### src/rtl/outgoing_port_arbiter.sv
// Round-robin output port arbiter for one router output.
// Collects packets from all inputs into a single-entry valid/ready stage.

`ifndef NETWORK_ADDRESS_WIDTH
`define NETWORK_ADDRESS_WIDTH 4
`endif
`ifndef CACHE_BANK_ADDRESS_WIDTH
`define CACHE_BANK_ADDRESS_WIDTH 4
`endif

module outgoing_port_arbiter #(
  parameter int NUM_INPUTS  = 5,
  parameter int NET_ADDR_W  = `NETWORK_ADDRESS_WIDTH,
  parameter int BANK_ADDR_W = `CACHE_BANK_ADDRESS_WIDTH,
  parameter int DATA_W      = 32
) (
  input  logic                  clk,
  input  logic                  reset,
  input  logic [NUM_INPUTS-1:0] reqValid,
  input  logic [NUM_INPUTS*(NET_ADDR_W+BANK_ADDR_W)-1:0]
                                reqDestinationAddress,
  input  logic [NUM_INPUTS*NET_ADDR_W-1:0]
                                reqRequesterAddress,
  input  logic [NUM_INPUTS-1:0] reqRead,
  input  logic [NUM_INPUTS-1:0] reqWrite,
  input  logic [NUM_INPUTS*DATA_W-1:0] reqData,
  output logic [NUM_INPUTS-1:0] grant,
  output logic                  outValid,
  input  logic                  outReady,
  output logic [NET_ADDR_W+BANK_ADDR_W-1:0]
                                outDestinationAddress,
  output logic [NET_ADDR_W-1:0] outRequesterAddress,
  output logic                  outRead,
  output logic                  outWrite,
  output logic [DATA_W-1:0]     outData,
  output logic [15:0]           packetCount
);

  localparam int DEST_W = NET_ADDR_W + BANK_ADDR_W;
  localparam int IDX_W  =
    (NUM_INPUTS > 1) ? $clog2(NUM_INPUTS) : 1;

  typedef enum logic {EMPTY, FULL} state_t;

  state_t              state_q, state_d;
  logic [IDX_W-1:0]    last_q, last_d;
  logic [DEST_W-1:0]   dest_q, dest_d;
  logic [NET_ADDR_W-1:0] rqa_q, rqa_d;
  logic                rd_q, rd_d;
  logic                wr_q, wr_d;
  logic [DATA_W-1:0]   data_q, data_d;
  logic [15:0]         cnt_q, cnt_d;

  logic                can_accept;
  logic                win_found;
  logic [IDX_W-1:0]    win_idx;
  logic [IDX_W:0]      cand;
  logic [DEST_W-1:0]   sel_dest;
  logic [NET_ADDR_W-1:0] sel_rqa;
  logic                sel_rd;
  logic                sel_wr;
  logic [DATA_W-1:0]   sel_data;
  logic                fire;
  logic                xfer;

  // Round-robin search starting just after the last winner.
  always_comb begin
    can_accept = (state_q == EMPTY) || outReady;
    win_found  = 1'b0;
    win_idx    = '0;
    cand       = '0;
    for (int k = 1; k <= NUM_INPUTS; k++) begin
      cand = {1'b0, last_q} + (IDX_W+1)'(k);
      if (cand >= (IDX_W+1)'(NUM_INPUTS))
        cand = cand - (IDX_W+1)'(NUM_INPUTS);
      if (!win_found && reqValid[cand[IDX_W-1:0]]) begin
        win_found = 1'b1;
        win_idx   = cand[IDX_W-1:0];
      end
    end
  end

  // One-hot grant and winner field mux.
  always_comb begin
    grant    = '0;
    sel_dest = '0;
    sel_rqa  = '0;
    sel_rd   = 1'b0;
    sel_wr   = 1'b0;
    sel_data = '0;
    for (int i = 0; i < NUM_INPUTS; i++) begin
      if (win_idx == IDX_W'(i)) begin
        grant[i] = can_accept && win_found;
        sel_dest = reqDestinationAddress[i*DEST_W +: DEST_W];
        sel_rqa  = reqRequesterAddress[i*NET_ADDR_W +: NET_ADDR_W];
        sel_rd   = reqRead[i];
        sel_wr   = reqWrite[i];
        sel_data = reqData[i*DATA_W +: DATA_W];
      end
    end
  end

  // Next state: capture on grant, drain on accept, count transfers.
  always_comb begin
    state_d = state_q;
    last_d  = last_q;
    dest_d  = dest_q;
    rqa_d   = rqa_q;
    rd_d    = rd_q;
    wr_d    = wr_q;
    data_d  = data_q;
    fire    = |grant;
    xfer    = (state_q == FULL) && outReady;
    cnt_d   = cnt_q + {15'd0, xfer};
    unique case (state_q)
      EMPTY: if (fire) state_d = FULL;
      FULL:  if (outReady && !fire) state_d = EMPTY;
      default: state_d = EMPTY;
    endcase
    if (fire) begin
      last_d = win_idx;
      dest_d = sel_dest;
      rqa_d  = sel_rqa;
      rd_d   = sel_rd;
      wr_d   = sel_wr;
      data_d = sel_data;
    end
  end

  // State and output stage registers.
  always_ff @(posedge clk or posedge reset) begin
    if (reset) begin
      state_q <= EMPTY;
      last_q  <= IDX_W'(NUM_INPUTS-1);
      dest_q  <= '0;
      rqa_q   <= '0;
      rd_q    <= 1'b0;
      wr_q    <= 1'b0;
      data_q  <= '0;
      cnt_q   <= '0;
    end else begin
      state_q <= state_d;
      last_q  <= last_d;
      dest_q  <= dest_d;
      rqa_q   <= rqa_d;
      rd_q    <= rd_d;
      wr_q    <= wr_d;
      data_q  <= data_d;
      cnt_q   <= cnt_d;
    end
  end

  assign outValid              = (state_q == FULL);
  assign outDestinationAddress = dest_q;
  assign outRequesterAddress   = rqa_q;
  assign outRead               = rd_q;
  assign outWrite              = wr_q;
  assign outData               = data_q;
  assign packetCount           = cnt_q;

endmodule

### config.mk
export PLATFORM = sky130hd
export DESIGN_NAME = outgoing_port_arbiter
export DESIGN_NICKNAME = d
export VERILOG_FILES = /design/src/rtl/outgoing_port_arbiter.sv
export SDC_FILE = /design/constraint.sdc
export NUM_CORES = 1
export LEC_CHECK = 0
export BUFFER_PORTS_ARGS = -buffer_cell sky130_fd_sc_hd__buf_2
export CAP_MARGIN = 20
export CORE_MARGIN = 5
export CORE_UTILIZATION = 45
export DETAILED_ROUTE_END_ITERATION = 8
export HOLD_SLACK_MARGIN = 0.02
export PLACE_DENSITY = 0.8
export SLEW_MARGIN = 20
export SYNTH_ARGS = -nofsm -noshare
export SYNTH_HDL_FRONTEND = slang
export SYNTH_SLANG_ARGS = --single-unit
### constraint.sdc
create_clock -name clk -period 6.3 [get_ports clk]
set_input_delay 1.26 -clock clk [delete_from_list [all_inputs] [get_ports clk]]
set_output_delay 1.26 -clock clk [all_outputs]
set_load 0.1 [all_outputs]
==> impl_metrics.env, run 1 <==
export IMPL_setup_slack_ns=0.564
export IMPL_ys_types=67
export IMPL_yosysWarningCount=0
export IMPL_fin_crit_ns=5.74
export IMPL_outcome="complete, no violations"
export IMPL_timing_fmax_ghz=0.174
export IMPL_cts_buffers_inserted=9
export IMPL_coreArea_sq_um=12700
export IMPL_post_route_drc_count=0
export IMPL_ys_flop_type="dfrtp_1"
export IMPL_syn_to_final_growth_pct=32.0
export IMPL_grt_pass1_vias=5784
export IMPL_fp_dieW_um=124
export IMPL_synth_nets=799
export IMPL_avgSynthCellArea_sq_um=10.7
export IMPL_seq_area_frac_synth_pct=28.2
export IMPL_cts_buffer_depth=2
export IMPL_netlist_area_sq_um=5850
export IMPL_clock_skew_ns=0.00957
export IMPL_final_hold_viol_count=0
export IMPL_rsz0062_at_grt="no"
export IMPL_cts_root_buf="clkbuf_16"
export IMPL_dieArea_sq_um=15400
export IMPL_htree_num_levels=3
export IMPL_synth_edf_count=0
export IMPL_cap_violations=0
export IMPL_setup_viol=0
export IMPL_fp_dieH_um=124
export IMPL_io_pins=306
export IMPL_nFillCells=1123
export IMPL_grt_overflow_total=0
export IMPL_firstDrtPassIters=5
export IMPL_syn_inst=548
export IMPL_wl_per_cell_um=19.6
export IMPL_cp_end_kind="output port"
export IMPL_fin_nets=1077
export IMPL_insertion_delay_ns=0.34
export IMPL_cts_tree="done"
export IMPL_arrival_ns=4.48
export IMPL_start_util_pct=46.2
export IMPL_cts_setup_buffers=0
export IMPL_vias_per_cell=5.72
export IMPL_routabilityCongestion=0.892
export IMPL_finalCritPeriodShare_pct=91.0
export IMPL_cts_sink_count=66
export IMPL_cts_resized=0
export IMPL_worst_ep_required_time_ns=5.04
export IMPL_worstPathMaxFanout=33
export IMPL_hpwl_mm=14.9
export IMPL_grt_max_degree=67
export IMPL_fp_row_count=41
export IMPL_detail_route_antenna_nets=0
export IMPL_drive_gt1_share_pct=47.9
export IMPL_async_reset_ff_share_pct=100
export IMPL_final_setup_tns_ns=0
export IMPL_numPortBuffers=305
export IMPL_ys_seq_elements=66
export IMPL_clk_pin_slew_ns=0.06
export IMPL_antenna_found_initial=1
export IMPL_drt_iter0_drc=504
export IMPL_cts_hold_buf=0
export IMPL_maxSlewHeadroom_pct=35.8
export IMPL_crit_path_start_kind="flip-flop"
export IMPL_worst_setup_path_type="flip-flop to output port"
export IMPL_r2r_slack_ns=1.04
export IMPL_dr_total_vias=5739
export IMPL_tightestPinTransition_ns=0.964
export IMPL_drt_wl_total_mm=19.6
export IMPL_track_usage_pct=24.8
export IMPL_post_place_ws_ns=0.956
export IMPL_hold_path_class="flip-flop to flip-flop"
export IMPL_grt_pass1_wl_mm=30.0
export IMPL_final_max_slew_viol_count=0
export IMPL_n_antenna_cell=0
## area by class of cell
class	instances	area (sq um)	area share (%)
Sequential cell	66	1650	21.4
Timing Repair Buffer	314	1590	20.6
Clock buffer	9	225	2.91
Clock inverter	7	82.6	1.07
Inverter	15	56.3	0.728
Tap cell	172	215	2.78
Multi-Input combinational cell	420	3900	50.5
## synth_stat cells, types with 3 or more instances
master | n | share of area (%)
buf_2 | 18 | 1.5
o21ai_0 | 4 | 0.34
ha_1 | 12 | 2.6
buf_6 | 3 | 0.58
mux2i_1 | 145 | 25
o22ai_1 | 4 | 0.43
o21bai_1 | 47 | 6.0
inv_1 | 14 | 0.90
mux2_2 | 3 | 0.58
mux4_2 | 4 | 1.5
and2_1 | 3 | 0.32
buf_8 | 3 | 0.77
a211o_1 | 5 | 0.75
a221oi_2 | 40 | 10
dfrtp_1 | 65 | 28
and3_1 | 6 | 0.64
a31oi_1 | 5 | 0.53
nor2b_1 | 7 | 0.75
nand3_1 | 12 | 1.0
a221oi_1 | 6 | 0.90
or2_2 | 4 | 0.43
xor2_1 | 5 | 0.75
buf_4 | 14 | 1.8
nand2_1 | 12 | 0.77
o21ai_1 | 3 | 0.26
nor2_1 | 13 | 0.83
a21oi_1 | 8 | 0.68
clkbuf_1 | 9 | 0.58
nand2b_1 | 11 | 1.2
nor3_1 | 4 | 0.34
a2111oi_0 | 3 | 0.45
xnor2_1 | 12 | 1.8
## final timing paths
check | start | endpoint | cells past startpoint
min in group asynchronous | reset | outData[16]$_DFFE_PP0P_ | 3
max in group asynchronous | reset | packetCount[15]$_DFF_PP0_ | 3
worst min-delay path | packetCount[15]$_DFF_PP0_ | packetCount[15]$_DFF_PP0_ | 1
worst min register to register | packetCount[15]$_DFF_PP0_ | packetCount[15]$_DFF_PP0_ | 1
worst max register to register | last_q[1]$_DFFE_PP0P_ | outDestinationAddress[0]$_DFFE_PP0P_ | 11
worst max-delay path | last_q[1]$_DFFE_PP0P_ | grant[3] | 9
## critical path, cell delays in order, from the launching register on
cell,delay (ns)
dfrtp_1,0.56
inv_1,0.26
ha_1,0.77
mux4_2,0.58
o211ai_1,0.11
o311ai_1,0.23
nor3_2,0.38
a31o_4,0.59
and2_1,0.22
buf_2,0.43
## sequential cells by signal, indices dropped and copies added (netlist names)
name,count
outValid,1
last_q,3
outRead,1
outData,32
outWrite,1
packetCount,16
outDestinationAddress,8
outRequesterAddress,4
## through the flow
step                      cell area (sq um)  cells  hold slack, ns  utilization (%)
after floorplan                        5860    548           0.589                -
after global placement                 7420    987           0.473             58.6
after detailed placement               7420    987           0.473             58.6
after CTS                              7730   1003           0.489             61.0
after global routing                   7730   1003           0.497             61.0
final                                  7730   1003           0.490             61.0
## layout by cell type (no fill, tap or decap), types with 5 or more instances in the layout
cell       Yosys  layout
a211o_1        5       5
a21oi_1        8       8
a221oi_1       6       6
a221oi_2      40      40
and3_1         6       5
buf_2         18     305
buf_4         14       9
clkbuf_16      0       9
dfrtp_1       65      65
ha_1          12      12
inv_1         14      13
mux2i_1      145     145
nand2_1       12      12
nand2b_1      11      11
nand3_1       12      12
nor2_1        13      13
nor2b_1        7       7
o21bai_1      47      47
xnor2_1       12      12
xor2_1         5       5
## routing by layer
| layer | vias up | share of wire (%) | track usage [%] |
|---|---|---|---|
| met5 | - | 0.036 | 0 |
| met4 | 2 | 2.6 | 9.24 |
| met3 | 55 | 8.4 | 6.45 |
| met2 | 283 | 51 | 42.3 |
| met1 | 2720 | 38 | 30.1 |
| li1 | 2679 | - | - |
## kinds of logic (layout without fill, tap and decap cells)
family          after synthesis  count (layout)  share of synthesized area, %
mux                         153             153                          27.1
compound gates              150             150                          24.7
simple gates                 87              87                          8.34
xor+xnor                     17              17                          2.54
flops                        66              66                          28.2
buf+inv                      62             345                          6.22
fa+ha+maj                    13              13                          2.91
Power of run 1 is left out: the tool's default activity adds up to more than one toggle a clock period on the data nets, which glitch-free logic cannot reach.
==> inputs of run 2 (changes only) <==
==> constraint.sdc (replaced) <==
create_clock -name clk -period 6.3 [get_ports clk]
set_input_delay 0.315 -clock clk [delete_from_list [all_inputs] [get_ports clk]]
set_output_delay 0.315 -clock clk [all_outputs]
set_load 0.1 [all_outputs]
==> impl_metrics.env, run 2 (synthesized netlist as in run 1, its figures left out) <==
export IMPL_crit_buf_inv=4
export IMPL_arrival_ns=4.91
export IMPL_cts_tree="done"
export IMPL_syn_to_final_growth_pct=32.0
export IMPL_worstPathMaxFanout=25
export IMPL_fin_nets=1079
export IMPL_hold_path_class="input pin to asynchronous set/reset pin"
export IMPL_detail_route_antenna_nets=0
export IMPL_track_usage_pct=24.6
export IMPL_routabilityCongestion=0.968
export IMPL_antenna_found_initial=0
export IMPL_clock_skew_ns=0.00808
export IMPL_regToRegStartpoint="last_q[0]$_DFFE_PP0P_"
export IMPL_firstDrtPassIters=5
export IMPL_fp_dieH_um=124
export IMPL_vias_per_cell=5.75
export IMPL_wl_per_cell_um=19.9
export IMPL_drt_wl_total_mm=20.0
export IMPL_coreArea_sq_um=12700
export IMPL_finalCritPeriodShare_pct=82.9
export IMPL_hpwl_mm=15.2
export IMPL_grt_overflow_total=0
export IMPL_rr_worst_depth=12
export IMPL_cap_violations=0
export IMPL_nFillCells=1106
export IMPL_final_hold_viol_count=0
export IMPL_max_stage_delay_ns=0.59
export IMPL_rsz0062_at_grt="no"
export IMPL_worst_ep_required_time_ns=5.98
export IMPL_startpoint="last_q[0]$_DFFE_PP0P_"
export IMPL_cts_buffer_depth=2
export IMPL_htree_num_levels=3
export IMPL_worst_setup_path_type="flip-flop to output port"
export IMPL_cts_sink_count=66
export IMPL_fp_row_count=41
export IMPL_drt_iter0_drc=438
export IMPL_maxSlewHeadroom_pct=41.0
export IMPL_cp_slowest_cell="o32ai_2"
export IMPL_crit_top_cell="buf_4"
export IMPL_cpLargestDelayFamily="buffers and inverters"
export IMPL_largest_register_ffs=32
export IMPL_fp_dieW_um=124
export IMPL_cts_setup_buffers=0
export IMPL_io_pins=306
export IMPL_start_util_pct=46.2
export IMPL_timing_fmax_ghz=0.191
export IMPL_crit_path_start_kind="flip-flop"
export IMPL_cts_buffers_inserted=9
export IMPL_layout_common_cells="buf_2, mux2i_1, dfrtp_1"
export IMPL_r2r_slack_ns=1.36
export IMPL_cts_hold_buf=0
export IMPL_numPortBuffers=305
export IMPL_outcome="complete, no violations"
export IMPL_drive_gt1_share_pct=47.8
export IMPL_n_antenna_cell=0
export IMPL_grt_max_degree=67
export IMPL_final_setup_tns_ns=0
export IMPL_clk_pin_slew_ns=0.06
export IMPL_tightestPinTransition_ns=0.886
export IMPL_grt_pass1_wl_mm=29.4
export IMPL_cp_end_kind="output port"
export IMPL_crit_chain="buf_4 > ha_1 > nand2b_1 > mux4_2 > mux2i_1 > o32ai_2 > a311oi_4 > buf_4 > or2_2 > a211oi_4 > buf_4 > nor2b_1 > buf_2"
export IMPL_cts_root_buf="clkbuf_16"
export IMPL_grt_pass1_vias=5818
export IMPL_dr_total_vias=5776
export IMPL_insertion_delay_ns=0.34
export IMPL_post_route_drc_count=0
export IMPL_rr_endpoint="outDestinationAddress[6]$_DFFE_PP0P_"
export IMPL_fin_crit_ns=5.22
export IMPL_cts_resized=0
export IMPL_final_common_cell="buf_2"
export IMPL_dieArea_sq_um=15400
export IMPL_final_max_slew_viol_count=0
export IMPL_setup_viol=0
## run 2: tightest hold or removal path, delay by kind of cell
family | cells | cell delay (ns)
buffers and inverters | 3 | 0.81
## run 2: layout make-up
type,instances,area [sq um],area share [%]
tap,172,215,2.78
timing repair buffer,316,1610,20.8
sequential,66,1650,21.4
multi-input combinational,420,3900,50.4
clock buffer,10,229,2.96
clock inverter,6,67.6,0.874
inverter,15,56.3,0.729
## run 2: metrics by stage
stage	hold slack, ns	instance area, sq um	utilization (%)	setup slack [ns]	instances
global placement	0.458	7430	58.7	1.56	989
finish	0.246	7730	61.0	1.08	1005
CTS	0.261	7730	61.0	1.08	1005
global route	0.327	7730	61.0	0.743	1005
floorplan	0.535	5850	-	0.631	548
detailed placement	0.460	7430	58.7	1.40	989
## run 2: how the worst max path moves through the flow
stage	endpoint	slack (ns)	cells past startpoint
after global routing	grant[2]	0.74	12
after CTS	grant[2]	1.08	13
after global placement	outDestinationAddress[6]$_DFFE_PP0P_	1.56	12
after detailed placement	outDestinationAddress[6]$_DFFE_PP0P_	1.40	12
after floorplan	grant[0]	0.63	14
final	grant[2]	1.08	13
## run 2: routing by layer
metal,wire [um],track usage (%),vias up,share of wire (%)
met5,0,0,-,0
met4,496,8.08,0,2.5
met3,1780,6.49,51,8.9
met2,10100,43.0,287,50
met1,7670,29.4,2768,38
li1,-,-,2670,-
Power of run 2 is left out for the same reason.
